**src/rtl/bomb_pkg.sv**
```systemverilog
// Shared types and constants for the bomb placement path: tile states, wall codes and player ids.
package bomb_pkg;

  localparam int unsigned GRID_W  = 16;
  localparam int unsigned N_TILES = 256;

  typedef enum logic [2:0] {
    EMPTY,
    READY_EXP,
    BOMB_UN,
    EXP_UP,
    EXP_DOWN,
    EXP_LEFT,
    EXP_RIGHT,
    EXP_CEN
  } tile_state_e;

  typedef enum logic [1:0] {
    EMPTY_WALL  = 2'd0,
    ABLE_WALL   = 2'd1,
    UNABLE_WALL = 2'd2
  } wall_e;

  typedef enum logic {
    P1 = 1'b0,
    P2 = 1'b1
  } player_e;

endpackage

```
**src/rtl/bomb_slot_bank.sv**
```systemverilog
// Per-player live-bomb capacity tracker: hold counters, lowest-free-slot allocation and popcount.
module bomb_slot_bank
  import bomb_pkg::*;
#(
  parameter int unsigned SlotHold = 61,
  parameter int unsigned MaxSlots = 4
) (
  input  logic       clk_i,
  input  logic       rst_ni,
  input  logic       grant_i,
  input  logic [2:0] cap_i,
  output logic       full_o,
  output logic [2:0] count_o
);

  localparam int unsigned CntW = $clog2(SlotHold);

  logic [MaxSlots-1:0] occ_q, occ_d;
  logic [CntW-1:0]     cnt_q [MaxSlots];
  logic [CntW-1:0]     cnt_d [MaxSlots];
  logic [MaxSlots-1:0] expire, free_now, alloc_oh;
  logic [2:0]          eff_cap, live, occ_cnt;
  logic                found;

  always_comb begin
    live    = '0;
    occ_cnt = '0;
    for (int i = 0; i < MaxSlots; i++) begin
      expire[i]   = occ_q[i] && (cnt_q[i] == CntW'(SlotHold - 1));
      free_now[i] = !occ_q[i] || expire[i];
      live        = live + {2'b00, occ_q[i] & ~expire[i]};
      occ_cnt     = occ_cnt + {2'b00, occ_q[i]};
    end

    if (cap_i == 3'd0) begin
      eff_cap = 3'd1;
    end else if (cap_i > 3'(MaxSlots)) begin
      eff_cap = 3'(MaxSlots);
    end else begin
      eff_cap = cap_i;
    end
    // A slot expiring this cycle already counts as free for a request seen this cycle.
    full_o  = (live >= eff_cap);
    count_o = occ_cnt;

    alloc_oh = '0;
    found    = 1'b0;
    for (int i = 0; i < MaxSlots; i++) begin
      if (free_now[i] && !found) begin
        alloc_oh[i] = 1'b1;
        found       = 1'b1;
      end
    end

    for (int i = 0; i < MaxSlots; i++) begin
      occ_d[i] = occ_q[i] & ~expire[i];
      cnt_d[i] = (occ_q[i] && !expire[i]) ? cnt_q[i] + CntW'(1) : '0;
      if (grant_i && alloc_oh[i]) begin
        occ_d[i] = 1'b1;
        cnt_d[i] = '0;
      end
    end
  end

  always_ff @(posedge clk_i or negedge rst_ni) begin
    if (!rst_ni) begin
      occ_q <= '0;
      for (int i = 0; i < MaxSlots; i++) begin
        cnt_q[i] <= '0;
      end
    end else begin
      occ_q <= occ_d;
      for (int i = 0; i < MaxSlots; i++) begin
        cnt_q[i] <= cnt_d[i];
      end
    end
  end

endmodule

```
**src/rtl/bomb_put_ctrl.sv**
```systemverilog
// Turns both players' place-key levels into legal, contention-resolved one-cycle put/deny pulses.
module bomb_put_ctrl
  import bomb_pkg::*;
#(
  parameter int unsigned SlotHold = 61,
  parameter int unsigned MaxSlots = 4
) (
  input  logic                   clk_i,
  input  logic                   rst_ni,
  input  logic                   game_run_i,
  input  logic                   p1_key_i,
  input  logic                   p2_key_i,
  input  logic [7:0]             p1_cor_i,
  input  logic [7:0]             p2_cor_i,
  input  logic [2:0]             p1_cap_i,
  input  logic [2:0]             p2_cap_i,
  input  logic [2*N_TILES-1:0]   wall_grid_i,
  input  logic [N_TILES-1:0]     bomb_un_grid_i,
  input  logic [N_TILES-1:0]     explode_i,
  output logic                   p1_put_o,
  output logic                   p2_put_o,
  output logic                   p1_deny_o,
  output logic                   p2_deny_o,
  output logic [2:0]             bomb_num_p1_o,
  output logic [2:0]             bomb_num_p2_o
);

  logic       p1_key_q, p2_key_q;
  logic       p1_put_q, p1_put_d, p2_put_q, p2_put_d;
  logic       p1_deny_q, p1_deny_d, p2_deny_q, p2_deny_d;
  player_e    prio_q, prio_d;
  logic [7:0] last1_q, last2_q;
  logic       last1_vld_q, last2_vld_q;
  logic       req1, req2, legal1, legal2, hit1, hit2, p1_full, p2_full;
  wall_e      wall1, wall2;

  always_comb begin
    req1  = p1_key_i & ~p1_key_q;
    req2  = p2_key_i & ~p2_key_q;
    wall1 = wall_e'(wall_grid_i[{p1_cor_i, 1'b0} +: 2]);
    wall2 = wall_e'(wall_grid_i[{p2_cor_i, 1'b0} +: 2]);
    // The datapath shows a fresh bomb one cycle late, so last cycle's grants also block a tile.
    hit1  = (last1_vld_q && last1_q == p1_cor_i) || (last2_vld_q && last2_q == p1_cor_i);
    hit2  = (last1_vld_q && last1_q == p2_cor_i) || (last2_vld_q && last2_q == p2_cor_i);
    legal1 = game_run_i && (wall1 == EMPTY_WALL) && !bomb_un_grid_i[p1_cor_i] &&
             !explode_i[p1_cor_i] && !hit1 && !p1_full;
    legal2 = game_run_i && (wall2 == EMPTY_WALL) && !bomb_un_grid_i[p2_cor_i] &&
             !explode_i[p2_cor_i] && !hit2 && !p2_full;

    p1_put_d = req1 && legal1;
    p2_put_d = req2 && legal2;
    prio_d   = prio_q;
    if (p1_put_d && p2_put_d && (p1_cor_i == p2_cor_i)) begin
      if (prio_q == P1) begin
        p2_put_d = 1'b0;
        prio_d   = P2;
      end else begin
        p1_put_d = 1'b0;
        prio_d   = P1;
      end
    end
    p1_deny_d = game_run_i && req1 && !p1_put_d;
    p2_deny_d = game_run_i && req2 && !p2_put_d;
  end

  always_ff @(posedge clk_i or negedge rst_ni) begin
    if (!rst_ni) begin
      p1_key_q    <= 1'b0;
      p2_key_q    <= 1'b0;
      p1_put_q    <= 1'b0;
      p2_put_q    <= 1'b0;
      p1_deny_q   <= 1'b0;
      p2_deny_q   <= 1'b0;
      prio_q      <= P1;
      last1_q     <= '0;
      last2_q     <= '0;
      last1_vld_q <= 1'b0;
      last2_vld_q <= 1'b0;
    end else begin
      p1_key_q    <= p1_key_i;
      p2_key_q    <= p2_key_i;
      p1_put_q    <= p1_put_d;
      p2_put_q    <= p2_put_d;
      p1_deny_q   <= p1_deny_d;
      p2_deny_q   <= p2_deny_d;
      prio_q      <= prio_d;
      last1_q     <= p1_cor_i;
      last2_q     <= p2_cor_i;
      last1_vld_q <= p1_put_d;
      last2_vld_q <= p2_put_d;
    end
  end

  assign p1_put_o  = p1_put_q;
  assign p2_put_o  = p2_put_q;
  assign p1_deny_o = p1_deny_q;
  assign p2_deny_o = p2_deny_q;

  bomb_slot_bank #(
    .SlotHold (SlotHold),
    .MaxSlots (MaxSlots)
  ) u_bank_p1 (
    .clk_i   (clk_i),
    .rst_ni  (rst_ni),
    .grant_i (p1_put_d),
    .cap_i   (p1_cap_i),
    .full_o  (p1_full),
    .count_o (bomb_num_p1_o)
  );

  bomb_slot_bank #(
    .SlotHold (SlotHold),
    .MaxSlots (MaxSlots)
  ) u_bank_p2 (
    .clk_i   (clk_i),
    .rst_ni  (rst_ni),
    .grant_i (p2_put_d),
    .cap_i   (p2_cap_i),
    .full_o  (p2_full),
    .count_o (bomb_num_p2_o)
  );

endmodule

```
**config.mk**
```make
export PLATFORM = sky130hd
export DESIGN_NAME = bomb_put_ctrl
export DESIGN_NICKNAME = d
export VERILOG_FILES = /design/src/rtl/bomb_pkg.sv /design/src/rtl/bomb_slot_bank.sv /design/src/rtl/bomb_put_ctrl.sv
export SDC_FILE = /design/constraint.sdc
export NUM_CORES = 1
export LEC_CHECK = 0
export BUFFER_PORTS_ARGS = -buffer_cell sky130_fd_sc_hd__buf_4
export CAP_MARGIN = 10
export CORE_AREA = 5 5 406 408
export DETAILED_ROUTE_END_ITERATION = 12
export DIE_AREA = 0 0 411 413
export HOLD_SLACK_MARGIN = 0.1
export SKIP_CTS_REPAIR_TIMING = 1
export SYNTH_ARGS = -nofsm -noshare
export SYNTH_HDL_FRONTEND = slang
export SYNTH_SLANG_ARGS = --single-unit
```
**constraint.sdc**
```tcl
create_clock -name clk_i -period 8.9 [get_ports clk_i]
set_clock_uncertainty 0.05 [all_clocks]
set_input_delay 0.89 -clock clk_i [delete_from_list [all_inputs] [get_ports clk_i]]
set_output_delay 0.89 -clock clk_i [all_outputs]
set_load 0.02 [all_outputs]
```
==> flow_summary.yaml <==
outcome:
  status: "completed"
routing:
  via_per_inst: 4.49
  dr.max_layer_used: "met5"
  wire_per_inst_um: 38.7
  dr_wl_met2_um: 90800
  drc: 0
  drt-initial-drc-count: 2174
  drtPass1Iterations: 8
  met3_length_um: 18400
  wl_met1_um: 79600
  drtAntennaViolNets: 0
  wl_um: 196000
  vias: 22715
sta:
  final-max-slew-violation-count: 0
  finalCritPeriodShare_pct: 64.1
  worst_pin_slew_ps: 1090
  setup-tns-final_ps: 0
  clock.fmax_ghz: 0.175
  rsz0062_at_grt: "false"
  layout_min_cycle_time_ps: 5700
  report.final.hold_viol_count: 0
  setup_viol: 0
  maxSlewHeadroom_pct: 27.0
cells_and_area:
  final-seq-area_mm2: 0.00198
  multiInputGateArea_mm2: 0.0120
  area_growth_pct: 71.5
  fin_area_mm2: 0.0256
  drive_gt1_share_pct: 45.4
  layout.nets: 3909
  n_fill_cell: 18352
yosys:
  yosys.area_share.simple_pct: 28.0
  synth_edf_count: 0
  yosysSeqAreaShare_pct: 13.3
  synth_mux_area_share_pct: 23.4
  syn_inst: 1848
  synth.ff_latch_count: 79
  synth.largest_area_cell: "mux4_2"
  synthAdderAreaFrac_pct: 3.39
  async_flop_share_pct: 100
  yosysTopAreaCellShare_pct: 18.6
  syn-num-nets: 2937
  ys_types: 88
  ys.flop_type: "dfrtp_1"
  netlist_top_cells_area: "mux4_2, dfrtp_1, nor2_1"
  ys_warn_count: 0
  avgSynthCellArea_um2: 8.06
  synthXorXnorAreaFrac_pct: 4.12
  syn_area_mm2: 0.0149
  synth_compound_area_share_pct: 21.1
  synth_top_family_by_area: "simple AND/OR/NAND/NOR gates"
placement:
  io_buffer_count: 1060
  hpwl_um: 172000
  gp_congestion: 0.988
  dpl_cell_area_mm2: 0.0251
min_path:
  hp-class: "flop to flop"
worst_setup_path:
  crit_buf_inv: 4
  crit_fanout: 12
  startpoint_type: "flop"
  worst_path_max_delay_cell: "and3_1"
  crit_arrival_ps: 5880
  end_kind: "flop"
  r2r_slack_ps: 3200
  crit_family: "compound AO/OA/AOI/OAI gates"
  path_class: "flop to flop"
  max_stage_delay_ps: 510
  path_cells: "inv_1 -> ha_1 -> nand3_1 -> o21ai_1 -> inv_1 -> ha_1 -> inv_1 -> fa_1 -> inv_1 -> ha_1 -> ha_1 -> a21o_1 -> a211oi_1 -> and3_1 -> o311a_1 -> o2111ai_1 -> a22oi_2 -> a21oi_2 -> or2_2"
  cp_data_required_time_ps: 9070
die:
  io_pins: 1061
  core_mm2: 0.161
  die-area_mm2: 0.170
  die_w_um: 411
  die_h_um: 413
  start_util_pct: 9.24
  rows: 148
job:
  maxCapViolations: 0
grt:
  grt_max_degree: 114
  grt_pass1_vias: 22166
  grt_remaining_overflow: 0
  grt_use_total_pct: 21.7
  grt_first_pass_wirelength_um: 242000
  grt_antenna_before_repair: 164
power_and_ir_drop:
  switching_share_pct: 43.6
  ir_worst_vdd_mv: 0.103
  pwr-share-seq_pct: 19.9
  switchingPower_mw: 0.941
  p_int_mw: 1.22
  p_per_area_mw_per_mm2: 84.5
  pwr-share-clk_pct: 17.4
  comb_power_share_pct: 62.8
  p_leak_nw: 10.1
clocking:
  htreeDepth: 3
  cts_buffers: 9
  clkSinkCount: 79
  clk_pin_slew_ps: 70
  cts_tree: "yes"
  clock_latency_ps: 350
  root_buffer: "clkbuf_16"
  clk_path_buf_depth: 2
## worst paths after layout
kind	startpoint	endpoint	depth (start not counted)
worst max-delay path	u_bank_p2.cnt_q[18]	u_bank_p1.occ_q[0]	19
worst min-delay path	u_bank_p2.cnt_q[18]	u_bank_p2.cnt_q[18]	1
worst max register to register	u_bank_p2.cnt_q[18]	u_bank_p1.occ_q[0]	19
worst min register to register	u_bank_p2.cnt_q[18]	u_bank_p2.cnt_q[18]	1
max in group asynchronous	rst_ni	p2_deny_o	1
min in group asynchronous	rst_ni	u_bank_p1.cnt_q[2]	1
## logic make-up (layout without fill, tap and decap cells)
logic type,after synthesis,after routing
DFF,79,79
buffers and inverters,187,1163
muxes,188,188
xor gates and xnor gates,70,70
adders and majority gates,38,38
other,0,59
AOI/OAI and AO/OA,452,452
and+or+nand+nor,834,834
## flip-flops by register name, summed over array words and instances (netlist names)
register         flops
last2_q              8
last2_vld_q          1
p2_key_q             1
u_bank_p1.occ_q      4
u_bank_p2.cnt_q     24
p1_key_q             1
u_bank_p2.occ_q      4
prio_q               1
p1_deny_o            1
last1_q              8
p2_deny_o            1
last1_vld_q          1
u_bank_p1.cnt_q     24
## synth_stat cells (34+ instances only)
cell type  instances
o21ai_0           62
a211oi_1          47
xor2_1            41
nand3_1           50
a21oi_1          118
nor2_1           285
buf_2             64
nor3_1           175
mux4_2           123
inv_1             51
nor4_1           143
mux2i_1           52
nand2_1           56
dfrtp_1           79
ha_1              34
## metal layers
layer | global-route usage [%] | vias up
met1 | 27.0 | 11400
li1 | - | 9384
met2 | 35.8 | 1489
met5 | 0 | -
met3 | 7.30 | 344
met4 | 6.28 | 98
## stage by stage
step                util, %  worst slack [ps]  power (mW)  instances  hold slack (ps)
CTS                    15.8              3060        2.17       4999              441
floorplan                 -              4670       0.960       1848              404
global route           15.8              2880        2.26       5024              457
detailed placement     15.6              2670        1.79       4984              431
finish                 15.8              3200        2.16       5058              437
global placement       15.6              2180        1.80       4982              420
## worst register-to-register path, cell delays in order, from the launching register on
cell and delay, ps:
dfrtp_1 410, inv_1 70, ha_1 140, nand3_1 70, o21ai_1 420, inv_1 180
ha_1 310, inv_1 50, fa_1 430, inv_1 70, ha_1 230, ha_1 280
a21o_1 160, a211oi_1 430, and3_1 510, o311a_1 370, o2111ai_1 380, a22oi_2 400
a21oi_2 260, or2_2 340
## area by class of cell
class	instances	area share (%)
Multi-Input combinational cell	1582	46.8
Clock inverter	6	0.269
Clock buffer	9	0.881
Inverter	56	0.852
Timing Repair Buffer	1092	32.2
Sequential cell	79	7.74
Antenna cell	59	0.578
Tap cell	2175	10.6
## layout by cell type, fill, tap and decap left out, drive strengths merged, types with 8 or more instances in the layout
cell type  count
o31ai         12
nor3         176
mux4         126
and2           8
inv           54
clkbuf        10
o2111ai        8
dfrtp         79
o221ai        11
o21ai         67
nor2b         13
o22ai         14
a2111oi       19
buf         1091
nand2         56
a21oi        119
mux2          10
a31oi         16
nor2         286
nor4         143
ha            34
a211oi        47
diode         59
mux2i         52
or3           27
a22oi         22
nand3         50
nand2b        14
o211ai        13
xnor2         29
nor4b         10
xor2          41
o311ai        21
nand4         13
## power groups by stage
stage	sequential (mW)	combinational (mW)	clock, mW
CTS	0.429	1.36	0.385
global placement	0.435	1.37	0
detailed placement	0.435	1.35	0
global route	0.434	1.43	0.399
floorplan	0.426	0.533	0
finish	0.429	1.35	0.375
No activity file was read; power rests on OpenSTA's default activity.
